===== src/rtl/player_draw_engine.sv =====
// Player box pixel engine: erases, moves and repaints an 8x8 box by issuing one VGA pixel write per cycle.
// Optional PLAYER_WRAP_EN: moves wrap around the screen edges instead of clamping.
module player_draw_engine #(
    parameter int         BOX_W     = 8,
    parameter int         BOX_H     = 8,
    parameter int         STEP      = 4,
    parameter int         X_INIT    = 76,
    parameter int         Y_INIT    = 56,
    parameter logic [2:0] FG_COLOUR = 3'b100,
    parameter logic [2:0] BG_COLOUR = 3'b000
) (
    input  logic       clk,
    input  logic       reset,
    input  logic [3:0] STATE,
    output logic       doneDrawing,
    output logic [7:0] x,
    output logic [6:0] y,
    output logic [2:0] colour,
    output logic       plot
);
    localparam logic [3:0] CMD_HOLD    = 4'b0000;
    localparam logic [3:0] CMD_PREHOLD = 4'b0100;
    localparam logic [3:0] CMD_CLEAR   = 4'b0001;
    localparam logic [3:0] CMD_RIGHT   = 4'b0010;
    localparam logic [3:0] CMD_LEFT    = 4'b0011;
    localparam logic [3:0] CMD_DOWN    = 4'b0110;
    localparam logic [3:0] CMD_UP      = 4'b0111;
    localparam logic [3:0] CMD_DRAW    = 4'b0101;

    localparam int         CXW    = (BOX_W > 1) ? $clog2(BOX_W) : 1;
    localparam int         CYW    = (BOX_H > 1) ? $clog2(BOX_H) : 1;
    localparam logic [8:0] X_MAX  = 9'(160 - BOX_W);
    localparam logic [7:0] Y_MAX  = 8'(120 - BOX_H);
    localparam logic [8:0] STEP_X = 9'(STEP);
    localparam logic [7:0] STEP_Y = 8'(STEP);

    typedef enum logic [1:0] {IDLE, ERASE, PAINT, DONE} phase_t;

    phase_t           phase, phase_nxt;
    logic [7:0]       px, px_nxt;
    logic [6:0]       py, py_nxt;
    logic [8:0]       x_sum;
    logic [7:0]       y_sum;
    logic [CXW-1:0]   cx;
    logic [CYW-1:0]   cy;
    logic [3:0]       done_op;
    logic             scan_last;
    logic             ready, start_erase, start_paint, is_move, is_idle;

    assign ready       = (phase == IDLE) || (phase == DONE);
    assign start_erase = ready && (STATE == CMD_CLEAR) && (done_op != CMD_CLEAR);
    assign start_paint = ready && (STATE == CMD_DRAW) && (done_op != CMD_DRAW);
    assign is_move     = (STATE == CMD_RIGHT) || (STATE == CMD_LEFT) ||
                         (STATE == CMD_DOWN)  || (STATE == CMD_UP);
    assign is_idle     = (STATE == CMD_HOLD) || (STATE == CMD_PREHOLD);

    // Compared against the live command so a stale acknowledge never leaks into the next request.
    assign doneDrawing = (phase == DONE) && (done_op == STATE);

    always_comb begin
        phase_nxt = phase;
        case (phase)
            IDLE, DONE: begin
                if (start_erase)      phase_nxt = ERASE;
                else if (start_paint) phase_nxt = PAINT;
                else if (is_idle)     phase_nxt = IDLE;
            end
            ERASE, PAINT: begin
                if (scan_last) phase_nxt = DONE;
            end
            default: phase_nxt = IDLE;
        endcase
    end

    always_comb begin
        px_nxt = px;
        py_nxt = py;
        x_sum  = {1'b0, px} + STEP_X;
        y_sum  = {1'b0, py} + STEP_Y;
        case (STATE)
`ifdef PLAYER_WRAP_EN
            CMD_RIGHT: px_nxt = (x_sum > X_MAX) ? 8'd0 : x_sum[7:0];
            CMD_LEFT:  px_nxt = ({1'b0, px} >= STEP_X) ? 8'({1'b0, px} - STEP_X) : X_MAX[7:0];
            CMD_DOWN:  py_nxt = (y_sum > Y_MAX) ? 7'd0 : y_sum[6:0];
            CMD_UP:    py_nxt = ({1'b0, py} >= STEP_Y) ? 7'({1'b0, py} - STEP_Y) : Y_MAX[6:0];
`else
            CMD_RIGHT: px_nxt = (x_sum > X_MAX) ? X_MAX[7:0] : x_sum[7:0];
            CMD_LEFT:  px_nxt = ({1'b0, px} >= STEP_X) ? 8'({1'b0, px} - STEP_X) : 8'd0;
            CMD_DOWN:  py_nxt = (y_sum > Y_MAX) ? Y_MAX[6:0] : y_sum[6:0];
            CMD_UP:    py_nxt = ({1'b0, py} >= STEP_Y) ? 7'({1'b0, py} - STEP_Y) : 7'd0;
`endif
            default: ;
        endcase
    end

    always_ff @(posedge clk or posedge reset) begin
        if (reset) phase <= IDLE;
        else       phase <= phase_nxt;
    end

    always_ff @(posedge clk or posedge reset) begin
        if (reset) begin
            px        <= 8'(X_INIT);
            py        <= 7'(Y_INIT);
            cx        <= '0;
            cy        <= '0;
            done_op   <= CMD_HOLD;
            scan_last <= 1'b0;
            plot      <= 1'b0;
            x         <= '0;
            y         <= '0;
            colour    <= '0;
        end else begin
            plot <= 1'b0;
            if (ready) begin
                if (start_erase || start_paint) begin
                    cx        <= '0;
                    cy        <= '0;
                    scan_last <= 1'b0;
                end else if (is_move) begin
                    px <= px_nxt;
                    py <= py_nxt;
                end else if (is_idle) begin
                    done_op <= CMD_HOLD;
                end
            end else if (scan_last) begin
                // One spare cycle after the last pixel keeps plot and doneDrawing disjoint.
                done_op <= (phase == ERASE) ? CMD_CLEAR : CMD_DRAW;
            end else begin
                plot   <= 1'b1;
                x      <= px + 8'(cx);
                y      <= py + 7'(cy);
                colour <= (phase == ERASE) ? BG_COLOUR : FG_COLOUR;
                if (cx == CXW'(BOX_W - 1)) begin
                    cx <= '0;
                    if (cy == CYW'(BOX_H - 1)) scan_last <= 1'b1;
                    else                       cy <= cy + 1'b1;
                end else begin
                    cx <= cx + 1'b1;
                end
            end
        end
    end
endmodule


===== config.mk =====
export PLATFORM = sky130hd
export DESIGN_NAME = player_draw_engine
export DESIGN_NICKNAME = d
export VERILOG_FILES = /design/src/rtl/player_draw_engine.sv
export SDC_FILE = /design/constraint.sdc
export NUM_CORES = 1
export LEC_CHECK = 0
export CORE_ASPECT_RATIO = 1.25
export CORE_MARGIN = 8
export CORE_UTILIZATION = 57
export CTS_CLUSTER_SIZE = 10
export DETAILED_ROUTE_END_ITERATION = 8
export HOLD_SLACK_MARGIN = 0.03
export PLACE_DENSITY = 0.77
export SYNTH_ARGS = -nofsm -noshare
export SYNTH_HDL_FRONTEND = slang
export SYNTH_SLANG_ARGS = --single-unit

===== constraint.sdc =====
create_clock -name clk -period 2.2 [get_ports clk]
set_input_delay 0.22 -clock clk [delete_from_list [all_inputs] [get_ports clk]]
set_output_delay 0.22 -clock clk [all_outputs]
set_load 0.05 [all_outputs]

==> results by group <==
Finish
  – Post-Layout Cell Count: between 300 and 400
  – Final Cell Area: around 0.0030 mm²
  – Area Growth Syn to Fin: 16.39%
  – Ant. Diodes: 0
  – Filler instances: around 380
  – Layout cell share with drive strength beyond 1: 0.1667
  – Nets: 334
  – Layout Utilization: 0.6917

Clock network
  – Clk slew on worst S/H paths: ~0.080 ns
  – H-tree depth: 2
  – Clock buffer depth: 2
  – Root Driver: clkbuf_8
  – # clock sinks: 39
  – TritonCTS buffer count: 5
  – Cts hold-fix bufs: 0
  – Clk_lat worst skew: 0.29 ns
  – CTS tree: yes

Floorplan
  – Die area: 0.007014 mm²
  – Initial Util: 0.5943
  – Core box area: 0.004392 mm²
  – Die height: about 90 µm
  – Row Count: 27
  – Die X: 76.53 µm
  – Num ports: 26

Synthesis
  – Synth Instances: roughly 280
  – Area of the mapped netlist: 0.002610 mm²
  – Post-synthesis sequential area ratio: 0.3768
  – Average cell area after synthesis: about 9.2 µm²
  – #FFs+latches synth: 39
  – Post-Synth Adder-Cell Area: 0.08150
  – Yosys Warn Count: 0
  – Synth Area in XOR/XNOR: 0.04027
  – Synth unique cells: 58
  – Post-synthesis compound-gate area fraction: 0.1961
  – Mux cell area share after synthesis: 0.03979
  – Largest family of logic cells by synthesized area: simple AND/OR/NAND/NOR gates
  – Simple-gate portion of the synthesized area: 0.2023
  – Number of synthesized flops with an enable pin: 0
  – Async set or reset register ratio after synthesis: 1.000
  – Synth Flop Type: dfrtp_1

Critical path
  – WP data required: roughly 2.4 ns
  – CP peak stage delay: around 0.51 ns
  – Worst setup SP type: flip-flop
  – Worst setup EP type: flip-flop
  – Critical Path AT: 2.22 ns
  – Crit path max-delay cell type: or4b_4
  – Worst setup path class: flip-flop to flip-flop
  – Critical path fanouts, max: 10
  – CP cell instances: inv_1 -> ha_1 -> or4b_4 -> o31a_1 -> a21o_1 -> a21oi_1 -> a31oi_1

Place
  – Placed cell count: 359
  – # port buffers: 23
  – Dpl hpwl: around 4200 µm
  – GP Congestion: 0.8845
  – Cell Area, Placed: 0.002914 mm²

Detailed routing
  – Total routed wirelength: ~5700 µm
  – Initial DRC count: 103
  – DRT antenna net count: 0
  – DR vias/cell: 5.884
  – Vias: about 2200
  – Per-cell routed wire length: 15.34 µm
  – DRC Markers: 0
  – DR pass1 iterations: 4

STA
  – Least-Margin Pin Slew: 0.5088 ns
  – F_max: 488.7 MHz
  – Final hold viol count: 0
  – Unrepaired setup endpoints after global routing: no
  – Skew final: 0.005972 ns
  – Fin. max-slew vios: 0
  – Final setup viols: 0
  – Fin Setup TNS: 0 ns
  – Worst slew margin: 0.6597
  – Crit path time final: 2.046 ns
  – Final worst path period share: 0.9300

Global route
  – Vias in the first global route: 2097
  – Global route overflow: 0
  – Met3 Usage GRT: 0.03711
  – Antenna violations before repair: 0
  – GRT busiest layer: met2
  – First-pass GRT wire length: just under 10000 µm
  – Tot GR Track Use: 0.1643
  – Met1 Use GR: 0.1887
  – Largest net degree at the start of global routing: 40
  – GR met2 Demand/Resource: 0.2835

Power and ir drop
  – Pleak: between 1 and 1.5 nW
  – P per Cell Area: roughly 1500 mW/mm²
  – Maximum VDD drop: between 0.001 and 0.0015 V

Outcome
  – Outcome: finished, final reports clean

Min path
  – HP Class: input pin to async pin

Flow run
  – Max Cap Viol: 0
-- cell type report --
type,instances,area [µm²],share of cell area
clock inverters,2,12.51,0.004119
clock buffers,6,72.57,0.02389
well taps,58,72.57,0.02389
flip-flops and latches,39,983.4,0.3237
inverters,17,63.81,0.02100
multi-input cells,211,1488,0.4897
repair buffers,37,345.3,0.1137
-- state kept, by name, summed over array words and instances (netlist names) --
register   cells
cx             3
scan_last      1
y              7
done_op        2
cy             3
px             6
x              8
py             5
plot           1
colour         1
phase          2
-- power breakdown --
group	leakage, nW	internal [mW]	switching, mW	total, mW
clock	0.0412	0.222	0.247	0.469
sequential	0.470	1.06	0.382	1.45
combinational	0.819	1.05	1.54	2.59
-- per-stage QoR --
stage                     worst slack (ns)  hold slack, ns  power, mW
after floorplan                     0.1867          0.4033      3.275
after global placement              0.1267          0.4898      3.950
after detailed placement           0.07807          0.4947      4.024
after CTS                          0.07888          0.3888      4.502
after global routing               0.01278          0.4182      4.863
final                               0.1539          0.3718      4.507
-- worst max-delay path: cells and delay by family (launching register included) --
kind                       cells  cell delay, ns
DFF                            1            0.42
AOI/OAI and AO/OA              4            0.63
and+or+nand+nor                1            0.51
buffers and inverters          1            0.15
adders and majority gates      1            0.22
-- layer usage --
metal / part of all wire / vias up
met1: 0.45 / 1057
met5: 0 / -
met2: 0.50 / 39
li1: - / 1071
met4: 0.020 / 0
met3: 0.031 / 10
-- cells in the mapped netlist, types with 3 or more instances --
cell	count	area, µm²
a31oi_1	4	25.02
nand3_1	12	60.06
buf_4	4	30.03
xnor2_1	6	52.55
xor2_1	6	52.55
nor2_1	27	101.4
nor3_1	8	40.04
o22ai_1	4	25.02
nor2b_1	3	18.77
and3_1	3	18.77
buf_2	5	25.02
a22o_1	4	35.03
nand2_1	24	90.09
clkbuf_1	6	22.52
ha_1	17	212.7
inv_1	17	63.81
dfstp_2	6	157.7
nand3b_1	3	22.52
a21oi_1	22	110.1
dfrtp_1	33	825.8
o21ai_0	17	85.08
mux2_2	7	78.83
-- what timing repair did --
action,in CTS,in global routing
endpoints found under the hold margin,0,0
setup endpoints to repair,0,7
buffers inserted,0,3
resized for setup,0,5
-- path summary, 6_finish.rpt --
kind / cells past startpoint / slack [ns] / start / end
min: 3 / 0.37 / reset / y[2]$_DFFE_PP0P_
max in group asynchronous: 3 / 1.47 / reset / py[3]$_DFFE_PP1P_
max reg2reg: 7 / 0.15 / px[3]$_DFFE_PP1P_ / px[5]$_DFFE_PP0P_
min in group clk: 1 / 0.51 / x[0]$_DFFE_PP0P_ / x[0]$_DFFE_PP0P_
max: 7 / 0.15 / px[3]$_DFFE_PP1P_ / px[5]$_DFFE_PP0P_
min reg2reg: 1 / 0.51 / x[0]$_DFFE_PP0P_ / x[0]$_DFFE_PP0P_
-- kinds of logic (layout without fill, tap and decap cells) --
family,after synthesis,count (layout)
AOI/OAI and AO/OA,72,72
buffers and inverters,35,62
xor gates and xnor gates,12,12
and+or+nand+nor,99,99
DFF,39,39
adders and majority gates,17,17
other,1,2
muxes,9,9
-- cell usage in the layout (no fill, tap or decap), drive strengths merged, types with 6 or more instances in the layout --
master,netlist,routed
a21oi,22,22
buf,11,15
clkbuf,7,6
clkdlybuf4s50,0,22
dfrtp,33,33
dfstp,6,6
ha,17,17
inv,17,17
mux2,8,8
nand2,24,24
nand3,13,13
nor2,27,27
nor3,8,8
o21ai,18,18
xnor2,6,6
xor2,6,6
No activity file was read; power rests on OpenSTA's default activity.
